$ cat src/rtl/counter_sweep_pkg.sv
// counter_sweep_pkg
//   Shared types and constants for the counter sweep sequencer.
//   - sweep_state_t      : sequencer FSM states, 2-bit encoding
//   - PERIODS_CONTINUOUS : period-count request meaning "run until abort"
package counter_sweep_pkg;

    typedef enum logic [1:0] {
        IDLE = 2'd0,
        LOAD = 2'd1,
        UP   = 2'd2,
        DOWN = 2'd3
    } sweep_state_t;

    localparam int PERIODS_CONTINUOUS = 0;

endpackage

$ cat src/rtl/counter_sweep_ctrl.sv
// counter_sweep_ctrl
//   Sequencer for the up/down counter (reverse_counter). It drives the
//   counter's load and direction inputs so the counter sweeps a triangle
//   lo..hi..lo for a requested number of periods. The counter has no enable,
//   so whenever the sweep is not advancing this block reloads the counter
//   with its own value to hold it.
//
//   Optional build macro: SWEEP_PAUSE_EN adds pause_i, which freezes the
//   sweep (counter, state, progress) while high in UP/DOWN.
//
// Ports
//   clk_i, rst_n_i   clock, asynchronous active-low reset
//   start_i          start request, sampled only in IDLE
//   abort_i          stop the sweep, wins over start_i and pause_i
//   pause_i          (SWEEP_PAUSE_EN only) hold the sweep in place
//   lo_i, hi_i       sweep limits, latched on an accepted start
//   periods_i        full periods to run, 0 = continuous
//   busy_o           high while in LOAD/UP/DOWN (registered)
//   done_o           one-cycle pulse after normal completion (registered)
//   cfg_err_o        one-cycle pulse after a rejected start (registered)
//   period_cnt_o     completed periods of the current/last sweep
//   cnt_i            counter value (counter cnt_o)
//   cnt_set_data_o   to counter set_value_data_i (combinational)
//   cnt_set_en_o     to counter set_value_en_i   (combinational)
//   cnt_reverse_o    to counter reverse_i        (combinational)
//
// Control handshake: start_i is a level sampled every IDLE cycle; it is
// accepted when abort_i is low and hi_i > lo_i, otherwise cfg_err_o pulses.
// start_i while busy is ignored. abort_i in any busy state freezes the
// counter that same cycle and returns to IDLE without a done_o pulse.
module counter_sweep_ctrl
    import counter_sweep_pkg::*;
#(
    parameter int CNT_WIDTH = 32,
    parameter int PER_WIDTH = 16
) (
    input  logic                 clk_i,
    input  logic                 rst_n_i,
    input  logic                 start_i,
    input  logic                 abort_i,
`ifdef SWEEP_PAUSE_EN
    input  logic                 pause_i,
`endif
    input  logic [CNT_WIDTH-1:0] lo_i,
    input  logic [CNT_WIDTH-1:0] hi_i,
    input  logic [PER_WIDTH-1:0] periods_i,
    output logic                 busy_o,
    output logic                 done_o,
    output logic                 cfg_err_o,
    output logic [PER_WIDTH-1:0] period_cnt_o,
    input  logic [CNT_WIDTH-1:0] cnt_i,
    output logic [CNT_WIDTH-1:0] cnt_set_data_o,
    output logic                 cnt_set_en_o,
    output logic                 cnt_reverse_o
);

    sweep_state_t         state_q, state_d;
    logic [CNT_WIDTH-1:0] lo_q, hi_q;
    logic [PER_WIDTH-1:0] periods_q;

    logic                 pause;
    logic                 at_lo, at_hi;
    logic                 last_period;
    logic [PER_WIDTH-1:0] period_inc;

    // Per-cycle events produced by the next-state logic.
    logic start_ok;    // accepted start: latch config
    logic start_rej;   // rejected start: pulse cfg_err_o
    logic period_end;  // a full period just completed
    logic finish;      // the final period completed

`ifdef SWEEP_PAUSE_EN
    assign pause = pause_i;
`else
    assign pause = 1'b0;
`endif

    assign at_lo       = (cnt_i == lo_q);
    assign at_hi       = (cnt_i == hi_q);
    assign period_inc  = period_cnt_o + 1'b1;
    assign last_period = (periods_q != PER_WIDTH'(PERIODS_CONTINUOUS)) &&
                         (period_inc == periods_q);

    always_comb begin
        state_d        = state_q;
        cnt_set_en_o   = 1'b0;
        cnt_set_data_o = cnt_i;
        cnt_reverse_o  = 1'b0;
        start_ok       = 1'b0;
        start_rej      = 1'b0;
        period_end     = 1'b0;
        finish         = 1'b0;

        case (state_q)
            IDLE: begin
                // Reload with own value: the counter has no enable.
                cnt_set_en_o = 1'b1;
                if (start_i && !abort_i) begin
                    if (hi_i > lo_i) begin
                        start_ok = 1'b1;
                        state_d  = LOAD;
                    end else begin
                        start_rej = 1'b1;
                    end
                end
            end

            LOAD: begin
                cnt_set_en_o = 1'b1;
                if (abort_i) begin
                    state_d = IDLE;
                end else begin
                    cnt_set_data_o = lo_q;
                    state_d        = UP;
                end
            end

            UP: begin
                if (abort_i) begin
                    cnt_set_en_o = 1'b1;
                    state_d      = IDLE;
                end else if (pause) begin
                    cnt_set_en_o = 1'b1;
                end else begin
                    // Reverse on the cycle hi is seen so the next value is hi-1.
                    cnt_reverse_o = at_hi;
                    if (at_hi) begin
                        state_d = DOWN;
                    end
                end
            end

            DOWN: begin
                if (abort_i) begin
                    cnt_set_en_o = 1'b1;
                    state_d      = IDLE;
                end else if (pause) begin
                    cnt_set_en_o = 1'b1;
                end else if (at_lo) begin
                    period_end = 1'b1;
                    if (last_period) begin
                        cnt_set_en_o = 1'b1;
                        finish       = 1'b1;
                        state_d      = IDLE;
                    end else begin
                        state_d = UP;
                    end
                end else begin
                    cnt_reverse_o = 1'b1;
                end
            end

            default: begin
                state_d = IDLE;
            end
        endcase
    end

    always_ff @(posedge clk_i or negedge rst_n_i) begin
        if (!rst_n_i) begin
            state_q      <= IDLE;
            lo_q         <= '0;
            hi_q         <= '0;
            periods_q    <= '0;
            period_cnt_o <= '0;
            busy_o       <= 1'b0;
            done_o       <= 1'b0;
            cfg_err_o    <= 1'b0;
        end else begin
            state_q   <= state_d;
            busy_o    <= (state_d != IDLE);
            done_o    <= finish;
            cfg_err_o <= start_rej;
            if (start_ok) begin
                lo_q         <= lo_i;
                hi_q         <= hi_i;
                periods_q    <= periods_i;
                period_cnt_o <= '0;
            end else if (period_end) begin
                // Wraps naturally in continuous mode.
                period_cnt_o <= period_inc;
            end
        end
    end

endmodule

$ cat config.mk
export PLATFORM = sky130hd
export DESIGN_NAME = counter_sweep_ctrl
export DESIGN_NICKNAME = d
export VERILOG_FILES = /design/src/rtl/counter_sweep_pkg.sv /design/src/rtl/counter_sweep_ctrl.sv
export SDC_FILE = /design/constraint.sdc
export NUM_CORES = 1
export LEC_CHECK = 0
export CAP_MARGIN = 10
export CORE_ASPECT_RATIO = 1.75
export CORE_MARGIN = 1.5
export CORE_UTILIZATION = 45
export CTS_BUF_LIST = sky130_fd_sc_hd__clkbuf_4
export DETAILED_ROUTE_END_ITERATION = 7
export DONT_BUFFER_PORTS = 1
export PLACE_DENSITY = 0.64
export SLEW_MARGIN = 30
export SYNTH_ARGS = -nofsm -noshare
export SYNTH_HDL_FRONTEND = slang
export SYNTH_SLANG_ARGS = --single-unit
export TNS_END_PERCENT = 5
$ cat constraint.sdc
create_clock -name clk_i -period 2.8 [get_ports clk_i]
set_input_delay 0.56 -clock clk_i [delete_from_list [all_inputs] [get_ports clk_i]]
set_output_delay 0.56 -clock clk_i [all_outputs]
set_load 0.005 [all_outputs]
==> results of run 1 <==
[cell usage after synthesis, drive strengths merged, types with 3 or more instances]
cell	instances	share of area, %
nand2	17	0.99
inv	34	2.0
nor4	21	2.5
buf	11	1.7
nand3	13	1.0
nor2	26	1.5
dfrtp	101	39
nor2b	6	0.58
mux2	112	21
a21oi	14	1.1
o211ai	3	0.35
nor3	9	0.70
xnor2	41	5.6
o21a	3	0.35
clkbuf	6	0.37
a21o	5	0.58
xor2	64	8.7
ha	33	6.4
nand4	25	2.6
or4	3	0.41
[metal layers]
metal  up-vias  part of all wire [%]  global-route usage (%)
met1      2259                    33                   23.76
li1       2105                     -                       -
met5         -                     0                       0
met2       160                    56                   45.49
met3        43                   6.2                   6.215
met4         0                   4.7                   12.62
[state kept, by name, summed over array words and instances (netlist names)]
register,count
hi_q,32
lo_q,32
period_cnt_o,16
periods_q,16
state_q,2
busy_o,1
cfg_err_o,1
done_o,1
[stage by stage]
stage                     util, %  hold slack [ns]  cell area, um^2
after floorplan                 -           0.2644             6474
after global placement      49.46           0.2669             6914
after detailed placement    49.46           0.2682             6914
after CTS                   51.51         0.007720             7201
after global routing        52.08           0.1311             7279
final                       52.08           0.1568             7279
[layout by cell type (no fill, tap or decap), types with 11 or more instances in the layout]
master,n
xnor2_1,41
nand4_1,23
mux2_2,84
ha_1,32
mux2_4,28
nand3_1,12
xor2_1,62
a21oi_1,14
nor2_1,23
nand2_1,17
inv_1,34
buf_4,41
clkbuf_4,11
nor4_1,14
dfrtp_1,100
[critical path: cells and delay by family, from the launching register on]
| family | cells | cell delay [ns] |
|---|---|---|
| compound gates | 1 | 0.17 |
| xor+xnor | 1 | 0.18 |
| flops | 1 | 0.45 |
| simple gates | 5 | 1.38 |
[cell type report]
type,instances,area [um^2]
fillers,1262,6699
multi-input cells,416,3787
flip-flops and latches,101,2529
repair buffers,48,445.4
well taps,177,221.5
inverters,34,127.6
clock inverters,5,83.83
clock buffers,11,82.58
diodes,1,2.502
[worst paths after layout]
| kind | start | to | slack [ns] | cells after the start |
|---|---|---|---|---|
| worst max register to register | lo_q[21] | busy_o | 0.22 | 8 |
| worst min-delay path | abort_i | cfg_err_o | 0.16 | 1 |
| min in group asynchronous | rst_n_i | lo_q[24] | 0.65 | 2 |
| max in group asynchronous | rst_n_i | period_cnt_o[12] | 1.71 | 2 |
| worst min register to register | hi_q[29] | hi_q[29] | 0.55 | 1 |
| worst max-delay path | lo_q[21] | cnt_set_en_o | -0.43 | 7 |
[kinds of logic (layout without fill, tap and decap cells)]
logic type	count (synthesis)	in the layout	synth area share, %
other	0	1	0
multiplexers	113	113	21.29
buffers and inverters	51	98	4.025
AND/OR/NAND/NOR	128	128	11.17
flip-flops	101	101	39.09
adder cells (fa/ha/maj)	33	33	6.387
XOR/XNOR	105	105	14.22
AO/OA/AOI/OAI	37	37	3.813
[what timing repair did]
| item | 4_1_cts | 5_1_grt |
|---|---|---|
| hold endpoints to repair | 101 | 17 |
| endpoints found under the setup margin | 1 | 15 |
| resized for setup | 7 | 10 |
| hold buffers | 1 | 1 |
| buffers inserted | 7 | 2 |
| pin swaps | 10 | 3 |
[power groups by stage]
stage | Sequential, mW | Clock (mW) | Combinational [mW]
floorplan | 2.11 | 0 | 0.990
global placement | 2.20 | 0 | 1.27
detailed placement | 2.22 | 0 | 1.30
CTS | 2.19 | 0.926 | 1.39
global route | 2.24 | 0.988 | 1.50
finish | 2.20 | 0.904 | 1.40
==> impl_metrics.tcl, run 1 <==
set metrics [dict create \
    htree_levels 3 \
    setup_tns_ns -0.4270 \
    vias 4567 \
    synth_edf_count 0 \
    worstMarginPinSlew_ns 0.5262 \
    syn_nets 717 \
    power_density_mw_per_mm2 618.9 \
    status "finished, violations left" \
    grt_start_max_net_pins 102 \
    chipHeight_um 161.6 \
    gp_congestion 0.9065 \
    min_path_type "in -> reg" \
    relSlewSlack_pct 64.92 \
    grt.overflow.total 0 \
    fp.dieW_um 93.61 \
    crit_fanout 3 \
    skew_ns 0.02991 \
    synth_cell_types 48 \
    violations "setup timing" \
    max_freq_ghz 0.3099 \
    cts_tree "yes" \
    clockPowerShare_pct 20.1 \
    routed_wl_um 18080 \
    avgSynthCellArea_um2 11.38 \
    nets 759 \
    drv_slew 0 \
    cts_buffer_depth 2 \
    cp_cell_sequence "xor2_1 > nor4_1 > nand4_1 > or2_1 > or4_4 > nor3_4 > a21bo_2" \
    placed_cells 765 \
    seq_power_share_pct 48.8 \
    crit_arrival_ns 2.67 \
    final_antenna_net_count 0 \
    ios 169 \
    grt_pass1_wl_um 27240 \
    fp-row-count 57 \
    drc 0 \
    area_growth_syn_to_layout_pct 12.60 \
    critical_path_class "reg -> out" \
    wl_per_cell_um 22.80 \
    via_per_inst 5.759 \
    internal_power_mw 3.011 \
    hpwl_um 14380 \
    track_usage_pct 24.29 \
    antenna_found_initial 1 \
    cp.required_ns 2.24 \
    synthCells 568 \
    ys.flop_type "dfrtp_1" \
    total_power_mw 4.506 \
    core_mm2 0.01398 \
    worstSetupEndpointType "output pin" \
    dp_slack_ns -0.4643 \
    yosys_warnings 0 \
    drive_above_1_share_pct 32.36 \
    cpPeakStageDelay_ns 0.45 \
    path_clk_slew_ns 0.17 \
    min_period_over_period_pct 115.3 \
    clkSinkCount 101 \
    fin_cells 793 \
    initial_core_util_pct 46.25 \
    port_buffers 0 \
    comb_power_share_pct 31.2 \
    dieArea_mm2 0.01512 \
    power_leakage_nw 3.270 \
    finalHoldViolCount 0 \
    post-route-min-period_ns 3.227 \
    switching_share_pct 33.16 \
    clock_latency_ns 0.48 \
    synthesis.area_mm2 0.006465 \
    setup_ws_ns -0.4270 \
    cts_buffers 9 \
    drt_iter0_markers 169 \
    synth-seq-cells 101 \
    grt_pass1_vias 4914 \
    first_pass_iters 6 \
    ir_worst_vdd_v 0.0003193 \
    async_flop_share_pct 100.0 \
    start_kind "flip-flop" \
    clockRootBuffer "clkbuf_4" \
    finalSetupViolCount 1 \
    p_sw_mw 1.494 \
    rsz0062_at_grt "true" \
    slowest_stage "dfrtp_1" \
    yosysSeqAreaShare_pct 39.09 \
    drv_cap 0 \
]
Power figures use the tool's default switching activity.
==> run 2: changes to the inputs <==
--- a/config.mk
+++ b/config.mk
@@ -8,11 +8,11 @@
 export CAP_MARGIN = 10
 export CORE_ASPECT_RATIO = 1.75
 export CORE_MARGIN = 1.5
-export CORE_UTILIZATION = 45
+export CORE_UTILIZATION = 65
 export CTS_BUF_LIST = sky130_fd_sc_hd__clkbuf_4
 export DETAILED_ROUTE_END_ITERATION = 7
 export DONT_BUFFER_PORTS = 1
-export PLACE_DENSITY = 0.64
+export PLACE_DENSITY = 0.83
 export SLEW_MARGIN = 30
 export SYNTH_ARGS = -nofsm -noshare
 export SYNTH_HDL_FRONTEND = slang
==> constraint.sdc (replaced) <==
create_clock -name clk_i -period 3.8 [get_ports clk_i]
set_input_delay 0.76 -clock clk_i [delete_from_list [all_inputs] [get_ports clk_i]]
set_output_delay 0.76 -clock clk_i [all_outputs]
set_load 0.005 [all_outputs]
==> impl_metrics.tcl, run 2 (synthesized netlist as in run 1, its figures left out) <==
set metrics [dict create \
    status "completed" \
    routed_wl_um 16850 \
    critical_path_class "reg -> out" \
    grt.overflow.total 0 \
    grt_pass1_vias 4778 \
    min_period_over_period_pct 96.14 \
    hpwl_um 13190 \
    ios 169 \
    slowest_stage "or4_4" \
    finalSetupViolCount 0 \
    max_freq_ghz 0.2737 \
    dieArea_mm2 0.01058 \
    critPathBufInv 0 \
    skew_ns 0.01495 \
    path_clk_slew_ns 0.15 \
    track_usage_pct 32.46 \
    finalInstanceArea_mm2 0.006769 \
    cp.required_ns 3.04 \
    drc 0 \
    wl_per_cell_um 23.90 \
    drt_iter0_markers 205 \
    rsz0062_at_grt "false" \
    power_leakage_nw 3.030 \
    core_mm2 0.009789 \
    cp_cell_sequence "xor2_1 > nor4_1 > nand4_1 > or2_1 > or4_4 > nor3_1 > a21bo_2" \
    drive_above_1_share_pct 26.08 \
    relSlewSlack_pct 58.71 \
    reg_top3 "hi_q (32), lo_q (32)" \
    cts_tree "yes" \
    antenna_found_initial 1 \
    chipHeight_um 134.9 \
    initial_core_util_pct 66.04 \
    cpPeakStageDelay_ns 0.58 \
    cts_buffer_depth 2 \
    finalHoldViolCount 0 \
    nets 723 \
    fin_cells 705 \
    clkSinkCount 101 \
    fillers 729 \
    fp-row-count 48 \
    port_buffers 0 \
    clockRootBuffer "clkbuf_4" \
    crit_arrival_ns 2.89 \
    setup_tns_ns 0 \
    start_kind "flip-flop" \
    area_growth_syn_to_layout_pct 4.703 \
    place_area_mm2 0.006601 \
    layout_common_cells "101 x dfrtp_1, 84 x mux2_2, 64 x xor2_1" \
    final_antenna_net_count 0 \
    grt_pass1_wl_um 25420 \
    drv_cap 0 \
    cts_buffers 9 \
    power_density_mw_per_mm2 455.4 \
    clock_latency_ns 0.46 \
    utilization_pct 69.15 \
    htree_levels 3 \
    min_path_type "in -> async" \
    fp.dieW_um 78.39 \
    ir_worst_vdd_v 0.0002747 \
    crit_fanout 4 \
    final_common_cell "dfrtp_1" \
    via_per_inst 6.352 \
    first_pass_iters 5 \
    post-route-min-period_ns 3.653 \
    vias 4478 \
    placed_cells 686 \
    worstSetupEndpointType "output pin" \
    drv_slew 0 \
    cp_top_family "simple AND/OR/NAND/NOR gates" \
    gp_congestion 0.9579 \
    grt_start_max_net_pins 102 \
    worstMarginPinSlew_ns 0.6142 \
]
[run 2: worst paths after layout]
check / start / to / slack [ns] / cells after the start
max reg2reg: lo_q[2] / busy_o / 1.21 / 7
max: lo_q[2] / cnt_set_en_o / 0.15 / 7
min: rst_n_i / periods_q[6] / 0.18 / 1
min in group clk_i: abort_i / cfg_err_o / 0.36 / 1
min reg2reg: hi_q[25] / hi_q[25] / 0.55 / 1
max in group asynchronous: rst_n_i / hi_q[5] / 3.17 / 1
[run 2: metal layers]
metal / routed length [um] / track usage, % / share of wire, % / vias up
li1: - / - / - / 2025
met1: 5776 / 33.47 / 34 / 2209
met2: 9098 / 58.65 / 54 / 182
met3: 916 / 7.230 / 5.4 / 62
met4: 1061 / 19.94 / 6.3 / 0
met5: 0 / 0 / 0 / -
[run 2: repair_timing]
action | in CTS | in global routing
pin swaps | 0 | 1
endpoints found under the hold margin | 101 | 0
cloned | 0 | 0
buffers inserted | 0 | 1
hold buffers | 1 | 0
resized for setup | 1 | 3
setup endpoints to repair | 1 | 1
[run 2: layout make-up]
type	count	area (um^2)	share of cell area, %
antenna	1	2.502	0.03697
clock buffer	11	82.58	1.220
clock inverter	5	27.53	0.4067
inverter	34	127.6	1.885
multi-input combinational	416	3710	54.81
sequential	101	2527	37.34
tap	125	156.4	2.311
timing repair buffer	12	135.1	1.996
[run 2: per-stage QoR]
step	total power, mW	setup WS (ns)	hold slack, ns
after floorplan	2.286	0.5518	0.4644
after global placement	2.518	0.2735	0.4664
after detailed placement	2.565	0.2203	0.4663
after CTS	3.079	0.04502	0.2131
after global routing	3.228	0.01821	0.2231
final	3.082	0.1467	0.1830
[run 2: power breakdown]
group	internal [mW]	total, mW	switching, mW
Clock	0.145	0.498	0.353
Combinational	0.533	0.959	0.427
Sequential	1.35	1.63	0.272
